File: config.mk
export PLATFORM = sky130hd
export DESIGN_NAME = traffic_sensor_conditioner
export DESIGN_NICKNAME = d
export VERILOG_FILES = /design/src/rtl/traffic_sensor_conditioner.sv
export SDC_FILE = /design/constraint.sdc
export NUM_CORES = 1
export LEC_CHECK = 0
export CORE_MARGIN = 2
export CORE_UTILIZATION = 50
export CTS_BUF_LIST = sky130_fd_sc_hd__clkbuf_4 sky130_fd_sc_hd__clkbuf_8
export CTS_CLUSTER_DIAMETER = 60
export DETAILED_ROUTE_END_ITERATION = 10
export GPL_ROUTABILITY_DRIVEN = 0
export PLACE_DENSITY = 0.72
export SYNTH_ARGS = -nofsm -noshare
export SYNTH_HDL_FRONTEND = slang
export SYNTH_SLANG_ARGS = --single-unit
File: constraint.sdc
create_clock -name clk -period 5.58 [get_ports clk]
set_input_delay 0.837 -clock clk [delete_from_list [all_inputs] [get_ports clk]]
set_output_delay 0.837 -clock clk [all_outputs]
set_load 0.01 [all_outputs]
File: src/rtl/traffic_sensor_conditioner.sv
// ---------------------------------------------------------------------------
// traffic_sensor_conditioner
//
// Front end for the traffic light controller. Each of the two raw road-sensor
// inputs is synchronized into the clk domain, debounced, and given a minimum
// assertion time before it is presented to the controller as a clean
// car-present level. Per-lane 8-bit arrival counters are kept for status.
//
// Ports:
//   clk         in   1  system clock, all state updates on the rising edge
//   reset       in   1  asynchronous, active-low reset
//   sensor_raw  in   2  raw detectors (bit1 = lane 1, bit0 = lane 2), async
//   count_clr   in   1  synchronous clear of both arrival counters
//   l1l2        out  2  qualified car-present levels (bit1 = lane 1), registered
//   arrive      out  2  one-cycle pulse per lane when its l1l2 bit rises
//   cnt1        out  8  lane 1 arrival count (wraps 255 -> 0)
//   cnt2        out  8  lane 2 arrival count (wraps 255 -> 0)
//
// Parameters:
//   SYNC_STAGES      synchronizer flops per raw input (>= 2)
//   DEBOUNCE_CYCLES  consecutive identical samples to accept a change (>= 1)
//   HOLD_CYCLES      minimum cycles l1l2 stays high once asserted (>= 1)
// ---------------------------------------------------------------------------
module traffic_sensor_conditioner #(
  parameter int SYNC_STAGES     = 2,
  parameter int DEBOUNCE_CYCLES = 4,
  parameter int HOLD_CYCLES     = 8
) (
  input  logic       clk,
  input  logic       reset,
  input  logic [1:0] sensor_raw,
  input  logic       count_clr,
  output logic [1:0] l1l2,
  output logic [1:0] arrive,
  output logic [7:0] cnt1,
  output logic [7:0] cnt2
);

  localparam int DW = $clog2(DEBOUNCE_CYCLES + 1);
  localparam int HW = $clog2(HOLD_CYCLES + 1);

  localparam logic [DW-1:0] DEB_MAX = DW'(DEBOUNCE_CYCLES);
  localparam logic [DW-1:0] D_ONE   = DW'(1);
  localparam logic [HW-1:0] HOLD_MAX = HW'(HOLD_CYCLES);
  localparam logic [HW-1:0] H_ONE    = HW'(1);

  typedef enum logic [1:0] {
    ST_ABSENT   = 2'd0,
    ST_RISE_CHK = 2'd1,
    ST_PRESENT  = 2'd2,
    ST_FALL_CHK = 2'd3
  } state_t;

  logic [1:0] w_lvl_nxt;
  logic [1:0] w_rise;

  logic [1:0] r_l1l2;
  logic [1:0] r_arrive;
  logic [7:0] r_cnt1;
  logic [7:0] r_cnt2;

  for (genvar g = 0; g < 2; g++) begin : g_lane
    logic [SYNC_STAGES-1:0] r_sync;
    logic                   w_s;
    state_t                 r_state;
    state_t                 w_state_nxt;
    logic [DW-1:0]          r_dcnt;
    logic [DW-1:0]          w_dcnt_nxt;
    logic [DW-1:0]          w_dcnt_inc;
    logic [HW-1:0]          r_hcnt;
    logic [HW-1:0]          w_hcnt_nxt;
    logic [HW-1:0]          w_hcnt_inc;
    logic                   w_hold_done;
    logic                   w_lvl;
    logic                   w_arr;

    // ---- synchronizer chain: raw bit enters at [0], s leaves at the top ----
    always_ff @(posedge clk or negedge reset) begin
      if (!reset) begin
        r_sync <= '0;
      end else begin
        r_sync <= {r_sync[SYNC_STAGES-2:0], sensor_raw[g]};
      end
    end

    assign w_s = r_sync[SYNC_STAGES-1];

    // Saturating increments; the debounce counter also saturates so a long
    // low run in FALL_CHK waiting on the hold timer cannot wrap.
    assign w_dcnt_inc  = (r_dcnt == DEB_MAX)  ? r_dcnt : r_dcnt + D_ONE;
    assign w_hcnt_inc  = (r_hcnt == HOLD_MAX) ? r_hcnt : r_hcnt + H_ONE;
    // r_hcnt counts high cycles already completed including the current one,
    // so reaching HOLD_MAX means the output has been high long enough.
    assign w_hold_done = (r_hcnt == HOLD_MAX);

    // ---- FSM state register ----
    always_ff @(posedge clk or negedge reset) begin
      if (!reset) begin
        r_state <= ST_ABSENT;
        r_dcnt  <= '0;
        r_hcnt  <= '0;
      end else begin
        r_state <= w_state_nxt;
        r_dcnt  <= w_dcnt_nxt;
        r_hcnt  <= w_hcnt_nxt;
      end
    end

    // ---- FSM next-state logic ----
    always_comb begin
      w_state_nxt = r_state;
      w_dcnt_nxt  = r_dcnt;
      w_hcnt_nxt  = r_hcnt;
      case (r_state)
        ST_ABSENT: begin
          if (w_s) begin
            if (DEBOUNCE_CYCLES == 1) begin
              w_state_nxt = ST_PRESENT;
              w_dcnt_nxt  = '0;
              w_hcnt_nxt  = H_ONE;
            end else begin
              w_state_nxt = ST_RISE_CHK;
              w_dcnt_nxt  = D_ONE;
            end
          end
        end
        ST_RISE_CHK: begin
          if (!w_s) begin
            w_state_nxt = ST_ABSENT;
            w_dcnt_nxt  = '0;
          end else if (w_dcnt_inc == DEB_MAX) begin
            w_state_nxt = ST_PRESENT;
            w_dcnt_nxt  = '0;
            w_hcnt_nxt  = H_ONE;
          end else begin
            w_dcnt_nxt  = w_dcnt_inc;
          end
        end
        ST_PRESENT: begin
          w_hcnt_nxt = w_hcnt_inc;
          if (!w_s) begin
            // With a one-sample debounce the first low sample already
            // qualifies, so release straight away if the hold has expired.
            if ((DEBOUNCE_CYCLES == 1) && w_hold_done) begin
              w_state_nxt = ST_ABSENT;
              w_dcnt_nxt  = '0;
              w_hcnt_nxt  = '0;
            end else begin
              w_state_nxt = ST_FALL_CHK;
              w_dcnt_nxt  = D_ONE;
            end
          end
        end
        ST_FALL_CHK: begin
          w_hcnt_nxt = w_hcnt_inc;
          if (w_s) begin
            w_state_nxt = ST_PRESENT;
            w_dcnt_nxt  = '0;
          end else if ((w_dcnt_inc == DEB_MAX) && w_hold_done) begin
            w_state_nxt = ST_ABSENT;
            w_dcnt_nxt  = '0;
            w_hcnt_nxt  = '0;
          end else begin
            w_dcnt_nxt  = w_dcnt_inc;
          end
        end
        default: begin
          w_state_nxt = ST_ABSENT;
          w_dcnt_nxt  = '0;
          w_hcnt_nxt  = '0;
        end
      endcase
    end

    // ---- FSM output decode: level from next state, pulse on 0 -> 1 ----
    always_comb begin
      w_lvl = (w_state_nxt == ST_PRESENT) || (w_state_nxt == ST_FALL_CHK);
      w_arr = w_lvl && !((r_state == ST_PRESENT) || (r_state == ST_FALL_CHK));
    end

    assign w_lvl_nxt[g] = w_lvl;
    assign w_rise[g]    = w_arr;
  end

  // ---- output registers and arrival counters ----
  always_ff @(posedge clk or negedge reset) begin
    if (!reset) begin
      r_l1l2   <= 2'b00;
      r_arrive <= 2'b00;
      r_cnt1   <= 8'd0;
      r_cnt2   <= 8'd0;
    end else begin
      r_l1l2   <= w_lvl_nxt;
      r_arrive <= w_rise;
      // Clear wins over a same-edge arrival; the pulse itself is unaffected.
      if (count_clr) begin
        r_cnt1 <= 8'd0;
        r_cnt2 <= 8'd0;
      end else begin
        if (w_rise[1]) r_cnt1 <= r_cnt1 + 8'd1;
        if (w_rise[0]) r_cnt2 <= r_cnt2 + 8'd1;
      end
    end
  end

  assign l1l2   = r_l1l2;
  assign arrive = r_arrive;
  assign cnt1   = r_cnt1;
  assign cnt2   = r_cnt2;

endmodule

### Word-level counts from Yosys, hierarchy flattened

Cells that the tools add are included.

* register bits after elaboration: 42
* bits in latches: 0
* RAM bits: 0
* ROM bits: 0
* bits of input ports: 5
* word-level logic and storage cells: 108
* memories: 0

* $add $sub $neg: 6
* $mul: 0
* divide/modulo/power cells: 0
* $lt $le $gt $ge: 0
* equality and inequality tests: 24
* shift operators: 0
* muxes and demuxes: 46
* bitwise gates (word level): 0
* reduce and logical (&&, ||, !) cells: 20

Operators by type and width (number)
* two-way mux 3 bit: 14
* two-way mux 4 bit: 10
* two-way mux 8 bit: 4
* two-way mux 2 bit: 12
* one-hot mux 3 bit (4 select lines): 2
* one-hot mux 4 bit (3 select lines): 2
* adder 8 x 1 -> 8 bit (second input constant): 2
* == test 2 bit (second input constant): 8
* inequality test 2 bit (second input constant): 8
* one-hot mux 2 bit (4 select lines): 2
* == test 3 bit (second input constant): 4
* adder 4 x 1 -> 4 bit (second input constant): 2
* == test 4 bit (second input constant): 2
* adder 3 x 1 -> 3 bit (second input constant): 2
* AND reduction 3 bit: 2
* nonzero test 3 bit: 2
* == test 2 x 1 -> 1 bit (second input constant): 2
* logical AND 1 bit: 4
* logical NOT 2 bit: 2
* logical OR 1 bit: 4
* AND reduction 2 bit: 2
* nonzero test 2 bit: 2
* logical NOT 1 bit: 2

### Logic depth before layout (Yosys ltp)

* depth in word-level cells: 12
* mapped depth: 8
* depth with buffers taken out: 7

### Least setup slack after synthesis

Ideal clock, no wire load.

* path kind: register to register
* from: reg g_lane[1].r_dcnt[0]
* to: reg r_cnt1[6] (netlist: cnt1[6])
* setup time: 0.077 ns
* arrival: 2.204 ns
* required time: 5.503 ns
* slack: 3.298 ns
* cell stages (with the launch flop): 8
* clock period less this slack: 2.282 ns
* cells stage by stage: dfrtp_1 -> inv_1 -> ha_1 -> or3b_1 -> a211oi_4 -> o21ai_2 -> or4_1 -> a21oi_1

* longest elaborated chain between the ends: 11
* elaborated cells on any way between the ends: 15

RTL lines
* start: declaration: RTL line 67 `logic [DW-1:0] r_dcnt;`
* start signal: assignment: RTL line 104 `r_dcnt <= w_dcnt_nxt;`
* adder 3 x 1 -> 3 bit / == test 3 bit (equally long branches): RTL line 90 `assign w_dcnt_inc = (r_dcnt == DEB_MAX) ? r_dcnt : r_dcnt + D_ONE;`
* two-way mux 3 bit *: RTL line 90
* == test 3 bit *: RTL line 131, 159
* logical AND 1 bit: RTL line 159 `end else if ((w_dcnt_inc == DEB_MAX) && w_hold_done) begin`
* two-way mux 2 bit: RTL line 159
* two-way mux 2 bit: RTL line 156 `if (w_s) begin`
* one-hot mux 2 bit (4 select lines) *: RTL line 114 `case (r_state)`
* == test 2 bit: RTL line 177 `w_lvl = (w_state_nxt == ST_PRESENT) || (w_state_nxt == ST_FALL_CHK);`
* logical OR 1 bit *: RTL line 177
* logical AND 1 bit *: RTL line 178 `w_arr = w_lvl && !((r_state == ST_PRESENT) || (r_state == ST_FALL_CHK));`
* nonzero test 2 bit (no line) *
* end signal: assignment: RTL line 200 `if (w_rise[1]) r_cnt1 <= r_cnt1 + 8'd1;`
* end: declaration: RTL line 59 `logic [7:0] r_cnt1;`

Mark *: on every way between the ends. The rest lies on a longest branch, timed or not.
A chain may end at the register's enable or synchronous reset.

### Final worst setup path

Same ends and word-level chain as after synthesis.

==> flow_summary.yaml <==
cts:
  max-clock-path-buffers: 2
  holdBufCountCts: 0
  cts_sinks: 41
  cts_buffers: 5
  post_cts_buffers: 0
  cts_tree: "yes"
  worstSkewPairLatency_ns: 0.29
  clkSlewWorstSetupHoldPaths_ns: 0.08
  postCtsResizedCells: 0
  clockRootBuffer: "clkbuf_8"
  cts_max_level: 2
detailed_routing:
  drt_iter0_markers: 105
  avgViaCountPerCell: 5.51
  ant_nets: 0
  drc_errors: 0
  wl_per_cell_microns: 13.9
  vias: 1720
  drtPass1Iterations: 4
  wl_microns: 4350
global_route:
  grt_usage_pct: 18.9
  globalRouteOverflowTotal: 0
  grt_pass1_vias: 1718
  antenna_found_initial: 0
  grt_pass1_wl_microns: 7600
  grt_max_degree: 42
power_and_ir_drop:
  p_per_area_nw_per_um2: 381
  p_leak_nw: 1.11
  ir_worst_vdd_uv: 200
synth:
  ys_ff_latch: 41
  synth-edff-count: 0
  syn_nets: 251
  netlist.area_leader.share_pct: 45.9
  ys_top_cells_by_area: "dfrtp_1 (46%), ha_1 (5.6%), nand2_1 (4.7%)"
  yosysSeqAreaShare_pct: 45.9
  synthDistinctLibCells: 49
  syn_area_sq_um: 2230
  yosys.area.top_type: "dfrtp_1"
  ys_warn_count: 0
  ys_async_sr_fraction_pct: 100
  avgSynthCellArea_sq_um: 9.46
  ys.flop_type: "dfrtp_1"
  synthCells: 236
floorplan:
  core_sq_um: 4320
  design.die.area_sq_um: 5020
  dieHeight_microns: 70.8
  ios: 25
  initial_core_util_pct: 51.6
  rows: 24
  die_width_microns: 70.8
timing:
  clock_skew_ns: 0.00588
  finalMaxSlewViolations: 0
  hold_violations: 0
  max_freq_mhz: 394
  finalCriticalPeriod_ns: 2.54
  rsz0062_at_grt: "no"
  max_slew_margin_pct: 39.9
  setup_viol: 0
  fin_setup_tns_ns: 0
  worstMarginPinSlew_ns: 0.902
  period_share_pct: 45.4
critical_path:
  start_kind: "flop"
  worstPathRequired_ns: 5.78
  end_kind: "flop"
  crit_type: "flop to flop"
  crit_fanout: 9
  worst_ep_arrival_time_ns: 2.74
placement:
  placed_area_sq_um: 2500
  port_buffers: 24
  place_hpwl_microns: 3040
finish:
  fin_nets: 275
  drive_gt1_share_pct: 6.54
  nFillCells: 393
  diodes: 0
  areaGrowthSynthToFinish_pct: 16.1
  final_cell_area_sq_um: 2590
hold_path:
  hold_path_class: "flop to flop"
outcome:
  status: "finished clean"
job:
  drv_cap: 0
## layout by cell type (no fill, tap or decap), types with 5 or more instances in the layout
| cell type | synthesis | routed |
|---|---|---|
| o21ai_0 | 11 | 11 |
| dfrtp_1 | 41 | 41 |
| clkbuf_8 | 0 | 6 |
| a21oi_1 | 10 | 10 |
| xor2_1 | 5 | 5 |
| inv_1 | 18 | 18 |
| nor2b_1 | 6 | 6 |
| xnor2_1 | 11 | 11 |
| nor2_1 | 19 | 19 |
| nand3_1 | 15 | 15 |
| clkdlybuf4s50_1 | 0 | 23 |
| nand2_1 | 28 | 28 |
| ha_1 | 10 | 10 |
## synthesized netlist by cell type, types with 2 or more instances
master,n
dfrtp_1,41
ha_1,10
o22ai_1,4
a21oi_1,10
or3_1,2
o2111ai_1,2
nand4_1,3
xor2_1,5
a211oi_1,3
clkbuf_1,5
inv_1,18
nor2_1,19
nor2b_1,6
mux2i_1,3
nand2b_1,2
a2111oi_0,3
o211ai_1,2
nand3_1,15
xnor2_1,11
a31o_2,2
nor3b_1,2
or2_2,2
o32ai_1,3
o21ai_0,11
nand2_1,28
## layout make-up
class                      instances  area (sq um)  area share [%]
clock buffer                       7          90.1            3.47
tap                               52          65.1            2.51
inverter                          18          67.6            2.61
multi-input combinational        170          1110            42.8
timing repair buffer              24           235            9.07
sequential                        41          1030            39.6
## through the flow
stage / hold slack (ns) / total power [mW] / instances / setup WS [ns] / util (%)
final: 0.351 / 0.988 / 312 / 3.04 / 60.0
after global routing: 0.358 / 1.07 / 312 / 2.91 / 60.0
after CTS: 0.352 / 0.993 / 312 / 3.06 / 60.0
after detailed placement: 0.336 / 0.793 / 305 / 3.10 / 57.9
after global placement: 0.331 / 0.782 / 305 / 3.15 / 57.9
after floorplan: 0.331 / 0.707 / 236 / 3.30 / -
## sequential cells by signal, summed over array words and instances (netlist names)
name,cells
arrive,2
g_lane.r_dcnt,6
g_lane.r_hcnt,8
l1l2,1
cnt2,8
g_lane.r_sync,4
cnt1,8
g_lane.r_state,4
## per-layer routing
| metal | GRT usage [%] | up-vias | share of wire, % |
|---|---|---|---|
| met5 | 0 | - | 0 |
| met4 | 10.1 | 0 | 2.8 |
| met3 | 3.70 | 11 | 3.4 |
| met2 | 28.1 | 30 | 44 |
| met1 | 26.1 | 801 | 49 |
| li1 | - | 878 | - |
## critical path, stage by stage (launching register included)
cell      delay [ns]
dfrtp_1         0.45
inv_1           0.12
ha_1            0.25
or3b_1          0.41
a211oi_4        0.37
o21ai_2         0.18
or4_1           0.50
a21oi_1         0.17
## worst paths after layout
kind / cells past startpoint / to / start / slack, ns
max: 7 / cnt1[6]$_DFFE_PN0P_ / g_lane[1].r_dcnt[0]$_DFFE_PN0P_ / 3.04
min: 0 / g_lane[1].r_sync[1]$_DFF_PN0_ / g_lane[1].r_sync[0]$_DFF_PN0_ / 0.35
max reg2reg: 7 / cnt1[6]$_DFFE_PN0P_ / g_lane[1].r_dcnt[0]$_DFFE_PN0P_ / 3.04
min reg2reg: 0 / g_lane[1].r_sync[1]$_DFF_PN0_ / g_lane[1].r_sync[0]$_DFF_PN0_ / 0.35
max in group asynchronous: 1 / g_lane[0].r_state[1]$_DFF_PN0_ / reset / 4.34
min in group asynchronous: 1 / cnt2[7]$_DFFE_PN0P_ / reset / 0.67
## kinds of logic (layout without fill, tap and decap cells)
| logic type | count (synthesis) | after routing | share of synthesized area [%] |
|---|---|---|---|
| buf+inv | 25 | 49 | 4.43 |
| flops | 41 | 41 | 45.9 |
| compound gates | 55 | 55 | 17.5 |
| mux | 3 | 3 | 1.34 |
| xor+xnor | 16 | 16 | 6.27 |
| fa+ha+maj | 10 | 10 | 5.60 |
| simple gates | 86 | 86 | 18.9 |
## report_power, final
part	switching, mW	total (mW)	internal (mW)	leakage [nW]
Clock	0.0956	0.199	0.103	0.0477
Combinational	0.180	0.336	0.156	0.524
Sequential	0.0946	0.453	0.359	0.537
No activity file was read; power rests on OpenSTA's default activity.
